<file path="config.mk">
export PLATFORM = sky130hd
export DESIGN_NAME = video_pat_sched
export DESIGN_NICKNAME = d
export VERILOG_FILES = /design/src/rtl/video_pat_sched_pkg.sv /design/src/rtl/video_pat_hold_ctr.sv /design/src/rtl/video_pat_sched.sv
export SDC_FILE = /design/constraint.sdc
export NUM_CORES = 1
export LEC_CHECK = 0
export CAP_MARGIN = 25
export CORE_MARGIN = 2
export CORE_UTILIZATION = 45
export CTS_BUF_LIST = sky130_fd_sc_hd__clkbuf_4
export DETAILED_ROUTE_END_ITERATION = 7
export GPL_TIMING_DRIVEN = 0
export PLACE_DENSITY = 0.72
export SLEW_MARGIN = 0
export SYNTH_ARGS = -nofsm -noshare
export SYNTH_HDL_FRONTEND = slang
export SYNTH_SLANG_ARGS = --single-unit
</file>
<file path="constraint.sdc">
create_clock -name CK_i -period 2 [get_ports CK_i]
set_input_delay 0.4 -clock CK_i [delete_from_list [all_inputs] [get_ports CK_i]]
set_output_delay 0.4 -clock CK_i [all_outputs]
set_load 0.01 [all_outputs]
</file>
<file path="src/rtl/video_pat_sched_pkg.sv">
// Shared video definitions for the test-pattern scheduler: pattern codes,
// FSM state encodings and hold-counter operations.
package video_pat_sched_pkg;

   localparam logic [1:0] C_PAT_BLACK = 2'd0;
   localparam logic [1:0] C_PAT_CBAR  = 2'd1;
   localparam logic [1:0] C_PAT_RAMP  = 2'd2;
   localparam logic [1:0] C_PAT_FONT  = 2'd3;

   typedef enum logic [1:0] {
      S_AUTO  = 2'd0,
      S_PEND  = 2'd1,
      S_FORCE = 2'd2,
      S_REL   = 2'd3
   } sched_state_t;

   typedef enum logic [1:0] {
      HOLD_KEEP = 2'd0,
      HOLD_SAT  = 2'd1,
      HOLD_WRAP = 2'd2,
      HOLD_CLR  = 2'd3
   } hold_op_t;

   // Next pattern in the auto rotation over codes 0..npat-1.
   function automatic logic [1:0] next_pat(input logic [1:0] pat, input int npat);
      return (int'(pat) + 1 >= npat) ? C_PAT_BLACK : pat + 2'd1;
   endfunction

endpackage

</file>
<file path="src/rtl/video_pat_hold_ctr.sv">
// Field hold counter: counts fields shown in the current pattern, with
// saturating, wrapping (auto-advance) and clear operations.
module video_pat_hold_ctr
   import video_pat_sched_pkg::*;
#(
   parameter int C_HOLD_FRAMES = 60
) (
   input  logic       clk,
   input  logic       rst_n,
   input  logic       en,
   input  logic       srst,
   input  hold_op_t   op,
   output logic [7:0] count,
   output logic       wrap
);

   localparam logic [7:0] C_LAST = 8'(C_HOLD_FRAMES - 1);

   // >= rather than == so a count left above the limit by manual hold still wraps.
   assign wrap = (count >= C_LAST);

   always_ff @(posedge clk or negedge rst_n) begin
      if (!rst_n) begin
         count <= 8'd0;
      end else if (en) begin
         // NOTE: sequential state uses non-blocking assignments so every register samples pre-edge values.
         if (srst) begin
            count <= 8'd0;
         end else begin
            case (op)
               HOLD_SAT:  if (count != 8'hFF) count <= count + 8'd1;
               HOLD_WRAP: count <= wrap ? 8'd0 : count + 8'd1;
               HOLD_CLR:  count <= 8'd0;
               default:   count <= count;
            endcase
         end
      end
   end

endmodule

</file>
<file path="src/rtl/video_pat_sched.sv">
// Test-pattern scheduler: auto-cycles patterns per field and accepts host
// force requests via a 4-phase handshake. Define VIDEO_PAT_SCHED_BLANK_EN to
// insert one black field before every change to a non-zero pattern.
module video_pat_sched
   import video_pat_sched_pkg::*;
#(
   parameter int C_HOLD_FRAMES = 60,
   parameter int C_NPAT        = 4
) (
   input  logic       CK_i,
   input  logic       XARST_i,
   input  logic       CK_EE_i,
   input  logic       RST_i,
   input  logic       VSTART_i,
   input  logic       AUTO_i,
   input  logic       REQ_i,
   input  logic [1:0] REQ_PATs_i,
   output logic       ACK_o,
   output logic [1:0] PATs_o,
   output logic       PAT_CHG_o,
   output logic [7:0] HOLD_CTRs_o
);

`ifdef VIDEO_PAT_SCHED_BLANK_EN
   localparam bit C_BLANK_EN = 1'b1;
`else
   localparam bit C_BLANK_EN = 1'b0;
`endif

   sched_state_t state;
   logic [1:0]   pat;
   logic [1:0]   req_pat;
   logic [1:0]   blank_pat;
   logic         blank_act;
   logic         ack;
   logic         chg;
   logic         hold_wrap;
   logic [1:0]   auto_tgt;
   hold_op_t     hold_op;

   assign auto_tgt = next_pat(pat, C_NPAT);

   // NOTE: combinational decode starts from a default so no latch is inferred.
   always_comb begin
      hold_op = HOLD_KEEP;
      if (VSTART_i) begin
         case (state)
            S_AUTO: begin
               if (REQ_i && !ack) hold_op = HOLD_SAT;
               else if (blank_act) hold_op = HOLD_CLR;
               else if (AUTO_i)    hold_op = HOLD_WRAP;
               else                hold_op = HOLD_SAT;
            end
            S_PEND:  hold_op = HOLD_CLR;
            S_FORCE: hold_op = HOLD_SAT;
            S_REL:   hold_op = (!REQ_i && AUTO_i) ? HOLD_CLR : HOLD_SAT;
            default: hold_op = HOLD_KEEP;
         endcase
      end
   end

   video_pat_hold_ctr #(
      .C_HOLD_FRAMES(C_HOLD_FRAMES)
   ) u_hold_ctr (
      .clk  (CK_i),
      .rst_n(XARST_i),
      .en   (CK_EE_i),
      .srst (RST_i),
      .op   (hold_op),
      .count(HOLD_CTRs_o),
      .wrap (hold_wrap)
   );

   always_ff @(posedge CK_i or negedge XARST_i) begin
      if (!XARST_i) begin
         state     <= S_AUTO;
         pat       <= C_PAT_BLACK;
         req_pat   <= C_PAT_BLACK;
         blank_pat <= C_PAT_BLACK;
         blank_act <= 1'b0;
         ack       <= 1'b0;
         chg       <= 1'b0;
      end else if (CK_EE_i) begin
         chg <= 1'b0;
         if (RST_i) begin
            state     <= S_AUTO;
            pat       <= C_PAT_BLACK;
            blank_act <= 1'b0;
            ack       <= 1'b0;
         end else begin
            case (state)
               S_AUTO: begin
                  // A new request overrides both auto-advance and an auto blank in flight.
                  if (REQ_i && !ack) begin
                     req_pat   <= REQ_PATs_i;
                     blank_act <= 1'b0;
                     state     <= S_PEND;
                  end else if (VSTART_i) begin
                     if (blank_act) begin
                        pat       <= blank_pat;
                        chg       <= (blank_pat != pat);
                        blank_act <= 1'b0;
                     end else if (AUTO_i && hold_wrap) begin
                        if (C_BLANK_EN && auto_tgt != C_PAT_BLACK) begin
                           pat       <= C_PAT_BLACK;
                           chg       <= (pat != C_PAT_BLACK);
                           blank_act <= 1'b1;
                           blank_pat <= auto_tgt;
                        end else begin
                           pat <= auto_tgt;
                           chg <= (auto_tgt != pat);
                        end
                     end
                  end
               end
               S_PEND: begin
                  if (VSTART_i) begin
                     if (C_BLANK_EN && !blank_act && req_pat != C_PAT_BLACK && req_pat != pat) begin
                        pat       <= C_PAT_BLACK;
                        chg       <= (pat != C_PAT_BLACK);
                        blank_act <= 1'b1;
                     end else begin
                        pat       <= req_pat;
                        chg       <= (req_pat != pat);
                        blank_act <= 1'b0;
                        state     <= S_FORCE;
                     end
                  end
               end
               S_FORCE: begin
                  if (!ack) begin
                     ack <= 1'b1;
                  end else if (!REQ_i) begin
                     ack   <= 1'b0;
                     state <= S_REL;
                  end
               end
               S_REL: begin
                  if (REQ_i) begin
                     req_pat <= REQ_PATs_i;
                     state   <= S_PEND;
                  end else if (AUTO_i && VSTART_i) begin
                     state <= S_AUTO;
                  end
               end
               default: state <= S_AUTO;
            endcase
         end
      end
   end

   assign ACK_o     = ack;
   assign PATs_o    = pat;
   assign PAT_CHG_o = chg;

endmodule

</file>
==> impl_metrics.json <==
{
  "cp_top_family": "compound AO/OA/AOI/OAI gates",
  "n_antenna_cell": 0,
  "fill_cells": 223,
  "power.total_uw": 1920,
  "cp_slowest_cell": "dfrtp_1",
  "avgViaCountPerCell": 5.87,
  "syn-instance-count": 130,
  "synth_seq_cells": 17,
  "syn_area_sq_mm": 0.00129,
  "grt_max_degree": 18,
  "vias": 1132,
  "avgRoutedWirePerCell_microns": 15.6,
  "grt_pass1_vias": 1159,
  "final_util_pct": 60.9,
  "reg2reg_to": "u_hold_ctr.count[0]$_DFFE_PN0P_",
  "design.core.area_sq_mm": 0.00273,
  "crit_buf_inv": 2,
  "globalRouteOverflowTotal": 0,
  "clk_pin_slew_worst_paths_ps": 90,
  "min_period_over_period_pct": 98.2,
  "drc": 0,
  "place_hpwl_microns": 2100,
  "r2r_setup_slack_ps": 40,
  "critPathRequiredTime_ps": 2180,
  "setup_ws_ps": 36.1,
  "critPathCapture": "u_hold_ctr.count[0]$_DFFE_PN0P_",
  "grt_util_all_layers_pct": 19.7,
  "synth-main-ff-cell": "dfrtp_1",
  "maxSlewHeadroom_pct": 48.4,
  "port_buffers": 18,
  "ys_seq_area_share_pct": 32.9,
  "fp.dieW_microns": 57.6,
  "start_util_pct": 47.2,
  "startpoint": "state[0]$_DFFE_PN0P_",
  "die_h_microns": 57.6,
  "cts_buffer_depth": 2,
  "num_rows": 19,
  "yosysWarningCount": 2,
  "skew_ps": 6.11,
  "cts_buffers": 3,
  "maxCapViolCount": 0,
  "root_buffer": "clkbuf_4",
  "path_max_fanout": 6,
  "synth_nets": 145,
  "fmax_ghz": 0.509,
  "switching_share_pct": 40.4,
  "cp-end-kind": "flip-flop",
  "leakage_uw": 0.000688,
  "nets": 178,
  "synth_edf_count": 0,
  "worstRegToRegCells": 8,
  "ys_async_sr_fraction_pct": 100,
  "drtIter0Drc": 19,
  "seq_power_share_pct": 28.7,
  "cp.arrival_ps": 2140,
  "setup_viol": 0,
  "synth_cell_type_count": 49,
  "worstMarginPinSlew_ps": 772,
  "clock-sinks": 17,
  "final_area_sq_mm": 0.00166,
  "dieArea_sq_mm": 0.00331,
  "placed_cell_area_sq_mm": 0.00151,
  "cts_hold_buffers": 0,
  "p_int_uw": 1140,
  "maxSlewViolCount": 0,
  "period_minus_slack_ps": 1960,
  "gp_congestion": 0.755,
  "antenna_found_initial": 0,
  "irDropWorstVdd_uv": 870,
  "worstSkewPairLatency_ps": 280,
  "totalWireLength_microns": 3010,
  "cts_tree": "yes",
  "io_pins": 21,
  "drive_above_1_share_pct": 24.1,
  "cpPeakStageDelay_ps": 420,
  "start_kind": "flip-flop",
  "drtPass1Iterations": 4,
  "p_sw_uw": 773,
  "hold_viol": 0,
  "path_depth": 8,
  "cts-htree-levels": 1,
  "drt.antenna.violating_nets": 0,
  "reg2reg_from": "state[0]$_DFFE_PN0P_",
  "p_comb_share_pct": 61.4,
  "grt_pass1_wl_microns": 5130,
  "cp_cell_sequence": "buf_6 > ha_4 > nor2_4 > o22ai_4 > a221oi_4 > nor4b_4 > buf_4 > mux2_2",
  "status": "complete, no violations",
  "avgSynthCellArea_sq_um": 9.93,
  "min-delay-path-class": "in2reg",
  "clkPwrFrac_pct": 9.9,
  "rsz0062_at_grt": "true",
  "area_growth_pct": 28.9,
  "place_ws_ps": -356,
  "p_per_area_mw_per_mm2": 1150,
  "critical_path_class": "reg2reg"
}
## through the flow
stage | hold slack, ps | cells | TNS (ps)
after floorplan | 104 | 130 | 0
after global placement | 476 | 179 | -2740
after detailed placement | 484 | 179 | -3000
after CTS | 402 | 191 | -7.48
after global routing | 414 | 193 | -115
final | 422 | 193 | 0
## power by group through the flow
stage / sequential [uW] / clock (uW) / combinational, uW
after CTS: 548 / 199 / 1090
after detailed placement: 557 / 0 / 973
final: 551 / 190 / 1180
after floorplan: 558 / 0 / 704
after global placement: 550 / 0 / 954
after global routing: 569 / 221 / 1280
## synth_stat cells, drive strengths merged, types with 3 or more instances
master  instances  area share (%)
o21ai           7             3.6
xnor2           3             2.0
a22o            3             2.0
mux2            5             4.4
a21oi           8             3.1
buf             3             2.3
inv            10             2.9
a31oi           3             1.5
nand4           3             1.5
nor2           13             4.0
nand2b          3             2.2
nand3           4             1.6
nand2          10             2.9
ha              6             5.8
a311o           3             2.3
dfrtp          17              33
## placed cells by master (no fill, tap or decap), drive strengths merged, types with 3 or more instances in the layout
master / count
a31oi: 3
o21ai: 7
ha: 6
a311o: 3
inv: 10
xnor2: 3
nand2b: 3
clkbuf: 5
nand2: 10
clkdlybuf4s50: 15
nand4: 3
nor2: 13
a22o: 3
buf: 13
mux2: 5
nand3: 4
dfrtp: 17
a21oi: 8
## logic make-up (layout without fill, tap and decap cells)
logic type / Yosys count / count (layout) / share of synthesized area [%]
xor+xnor: 3 / 3 / 2.04
mux: 7 / 7 / 5.91
fa+ha+maj: 6 / 6 / 5.81
compound gates: 39 / 39 / 27.6
flops: 17 / 17 / 32.9
simple gates: 43 / 43 / 18.8
buf+inv: 15 / 47 / 6.88
## routing by layer
| layer | part of all wire (%) | routed length, microns | track usage, % |
|---|---|---|---|
| met1 | 44 | 1310 | 25.0 |
| met3 | 2.2 | 65 | 2.27 |
| met4 | 1.8 | 53 | 5.98 |
| met2 | 52 | 1580 | 34.9 |
| met5 | 0 | 0 | 0 |
## sequential cells by signal, summed over array words and instances, names as in the netlist
signal,cells
u_hold_ctr.count,8
PATs_o,2
req_pat,2
state,2
ACK_o,1
PAT_CHG_o,1
blank_act,1
## layout make-up
cell class,instances,area [sq um],share of cell area [%]
multi-input combinational,98,835,50.2
buffer,3,13.8,0.827
timing repair buffer,29,267,16.0
sequential,17,425,25.6
clock buffer,4,30.0,1.80
inverter,11,55.1,3.31
tap,31,38.8,2.33
## worst min path at each step
| stage | cells past startpoint | endpoint | slack [ps] | from |
|---|---|---|---|---|
| floorplan | 0 | ACK_o$_DFFE_PN0P_ | 100 | XARST_i |
| global placement | 2 | PAT_CHG_o$_DFFE_PN0P_ | 480 | PAT_CHG_o$_DFFE_PN0P_ |
| detailed placement | 2 | PAT_CHG_o$_DFFE_PN0P_ | 480 | PAT_CHG_o$_DFFE_PN0P_ |
| CTS | 2 | ACK_o$_DFFE_PN0P_ | 400 | CK_EE_i |
| global route | 2 | ACK_o$_DFFE_PN0P_ | 410 | CK_EE_i |
| finish | 2 | ACK_o$_DFFE_PN0P_ | 420 | CK_EE_i |
## worst register-to-register path, stage by stage (launching register included)
cell and delay, ps:
dfrtp_1 420, buf_6 140, ha_4 180, nor2_4 120, o22ai_4 120, a221oi_4 390, nor4b_4 80, buf_4 170
mux2_2 250
## repair_timing
| action | in CTS | in global routing |
|---|---|---|
| setup buffers | 9 | 2 |
| gates resized for setup | 9 | 6 |
| endpoints found under the setup margin | 9 | 8 |
| pin swaps | 3 | 3 |
(Power assumes the default switching activity.)
==> variant: new RTL, same settings <==
Encoding of `sched_state_t`: now one-hot (4 bits for 4 states).
--- a/src/rtl/video_pat_sched_pkg.sv
+++ b/src/rtl/video_pat_sched_pkg.sv
@@ -7,11 +7,11 @@
    localparam logic [1:0] C_PAT_RAMP  = 2'd2;
    localparam logic [1:0] C_PAT_FONT  = 2'd3;
 
-   typedef enum logic [1:0] {
-      S_AUTO  = 2'd0,
-      S_PEND  = 2'd1,
-      S_FORCE = 2'd2,
-      S_REL   = 2'd3
+   typedef enum logic [3:0] {
+      S_AUTO  = 4'b0001,
+      S_PEND  = 4'b0010,
+      S_FORCE = 4'b0100,
+      S_REL   = 4'b1000
    } sched_state_t;
 
    typedef enum logic [1:0] {
Check against the original RTL: no difference found for any inputs over 4 cycles, from zero or initial values and one cycle with XARST_i low; so few cycles prove little.
==> variant against the unedited design <==
- the run now ends with setup timing left
- worst setup slack worse by 0.33 ns
- final cell count is 14% higher
- wire length is 35% higher
- count of clock-buffer cells in the layout is 1 lower
- synthesized cell count is 15% higher
- cell area is 14% higher
- synthesized area is 7.4% higher
- power is 29% higher
- sequential cell count is 2 higher
==> variant: results (changes against the unedited design) <==
Detailed routing
The mean number of vias per cell is 6.36 (was 5.87). The first-pass iteration count of the detailed router is 4 (unchanged). The wire length reported by the detailed router came to 4080 microns (was 3010 microns). The DRC violation total after the first TritonRoute iteration came to 91 (was 19). The via count is 1,399 (was 1,132). The number of nets with antenna violations after routing was 0 (unchanged).

Synthesis
The most common flop cell mapped by yosys is dfrtp_1 (unchanged). Leading post-synthesis cells by cell area: dfrtp_1, nor2_1, a21oi_1 (was dfrtp_1, ha_1, mux2_1). The net count after synthesis is 160 (was 145). The proportion of synthesized flip-flops having asynchronous set or reset came to 100% (unchanged).

The total number of yosys warnings is 2 (unchanged). Top cell types by occurrence after synthesis: dfrtp_1, nor2_1, nand2_1 (unchanged). The cell count after synthesis was 149 (was 130).

The share of synthesized area occupied by flip-flops and latches is 34.4% (was 32.9%).

Clocking
The H-tree depth reported by CTS is 1 (unchanged). The clock edge transition at the registers on the reported setup and hold paths is 0.13 ns (was 0.09 ns). The source-to-sink clock delay at the later pin of the worst-skew pair came to 0.31 ns (was 0.28 ns).

The number of buffers created by CTS was 3 (unchanged). The number of gates given a new drive strength after cts is 7 (was 9). The clock root buffer master is clkbuf_4 (unchanged).

The post-CTS setup buffer count is 6 (was 9).

Worst setup path
The maximum fanout count along the critical path is 7 (was 6). The kind of cell adding the most delay to the critical path is compound AO/OA/AOI/OAI gates (unchanged). The biggest cell delay along the critical path was 0.55 ns (was 0.42 ns). The slowest stage cell on the critical path was dfstp_2 (was dfrtp_1). The data arrival time of the critical path is 2.50 ns (was 2.14 ns).

STA
The final worst slack is -0.296 ns (was 0.0361 ns). The maximum clock skew at final layout is 0.0105 ns (was 0.00611 ns). The worst slew slack as a fraction of its limit is 42.6% (was 48.4%). The final-report setup violation count is 14 (was 0).

Global route
The pin count of the biggest net entering global routing is 20 (was 18). The total routing usage reported by global routing was 21.5% (was 19.7%). The initial antenna violation count was 0 (unchanged). The global-route wire length before repair is 5830 microns (was 5130 microns). The number of global-route vias before repair is 1,320 (was 1,159).

Place
The total of buffers placed on input and output ports is 19 (was 18). The half-perimeter wire length of the detailed placement result is 2380 microns (was 2100 microns). The total placed cells including tap cells is 201 (was 179).

The placer's final routability congestion estimate came to 0.794 (was 0.755). The setup slack at placement is -0.565 ns (was -0.356 ns).

Final layout
In the final layout, the registers with the most flip-flops are u_hold_ctr.count (8), state (4). The fraction of final layout cells sized beyond drive strength 1 is 29.9% (was 24.1%). The fill cell total of the finished layout is 258 (was 223).

Power
The worst ir drop on vdd came to 708 uV (was 870 uV). The fraction of power consumed by combinational cells is 60.9% (was 61.4%). The clock network fraction of design power came to 8.5% (was 9.9%).

The cell-internal power is 0.00141 W (was 0.00114 W). The standby leakage power is 0.829 nW (was 0.688 nW).

Run status
Status: finished, violations left (was finished clean). The checks that failed: setup timing.

Hold path
The type of the tightest min-delay check is reg -> reg (was in -> reg).
-- variant: changes by cell type in the layout (fill, tap and decap cells not counted), moves of 4 or more --
| cell | unedited run | this run |
|---|---|---|
| a221o_1 | 0 | 5 |
| nor3_1 | 2 | 6 |
| nand2b_1 | 1 | 5 |
| inv_1 | 7 | 3 |
| buf_4 | 10 | 17 |
-- variant: worst min-delay path, delay by kind of cell, from the launching register on --
family          cells  cell delay [ns]
compound gates      1             0.06
flops               1             0.37
simple gates        1             0.06
-- variant: layout make-up --
cell class	instances	area [sq um]	area share [%]
multi-input cells	120	982	51.6
flip-flops and latches	19	477	25.1
repair buffers	35	313	16.4
plain buffers	6	50.0	2.63
well taps	33	41.3	2.17
clock buffers	3	22.5	1.18
inverters	3	11.3	0.592
clock inverters	1	5.00	0.263
-- variant: final timing paths --
kind | cells past startpoint | slack [ns] | startpoint | end
setup reg to reg | 9 | -0.30 | state[0]$_DFFE_PN1P_ | u_hold_ctr.count[3]$_DFFE_PN0P_
setup / recovery | 9 | -0.30 | state[0]$_DFFE_PN1P_ | u_hold_ctr.count[3]$_DFFE_PN0P_
hold / removal | 2 | 0.52 | PAT_CHG_o$_DFFE_PN0P_ | PAT_CHG_o$_DFFE_PN0P_
hold reg to reg | 2 | 0.52 | PAT_CHG_o$_DFFE_PN0P_ | PAT_CHG_o$_DFFE_PN0P_
min in group asynchronous | 1 | 0.56 | XARST_i | PAT_CHG_o$_DFFE_PN0P_
max in group asynchronous | 1 | 0.90 | XARST_i | state[3]$_DFFE_PN0P_
-- variant: per-stage QoR --
| stage | TNS [ns] | util, % | hold WS [ns] | total power [W] | area, sq um |
|---|---|---|---|---|---|
| detailed placement | -6.45 | 53.9 | 0.481 | 0.00190 | 1620 |
| floorplan | 0 | - | 0.104 | 0.00150 | 1390 |
| global placement | -6.19 | 53.9 | 0.467 | 0.00185 | 1620 |
| finish | -3.01 | 63.3 | 0.518 | 0.00247 | 1900 |
| CTS | -1.15 | 57.3 | 0.520 | 0.00220 | 1720 |
| global route | -3.36 | 63.3 | 0.560 | 0.00263 | 1900 |
-- variant: routing by layer --
layer	vias up	wire length [microns]	track usage (%)
met4	0	72	10.5
met5	-	0	0
met1	701	1810	28.5
li1	632	-	-
met3	9	221	3.06
met2	57	1970	34.2
-- variant: cell families after synthesis --
| logic type | count (synthesis) | share of synthesized area [%] |
|---|---|---|
| DFF | 19 | 34.4 |
| xor gates and xnor gates | 5 | 3.16 |
| adders and majority gates | 2 | 1.80 |
| buffers and inverters | 10 | 4.24 |
| and+or+nand+nor | 65 | 28.2 |
| muxes | 8 | 6.50 |
| AOI/OAI and AO/OA | 40 | 21.8 |
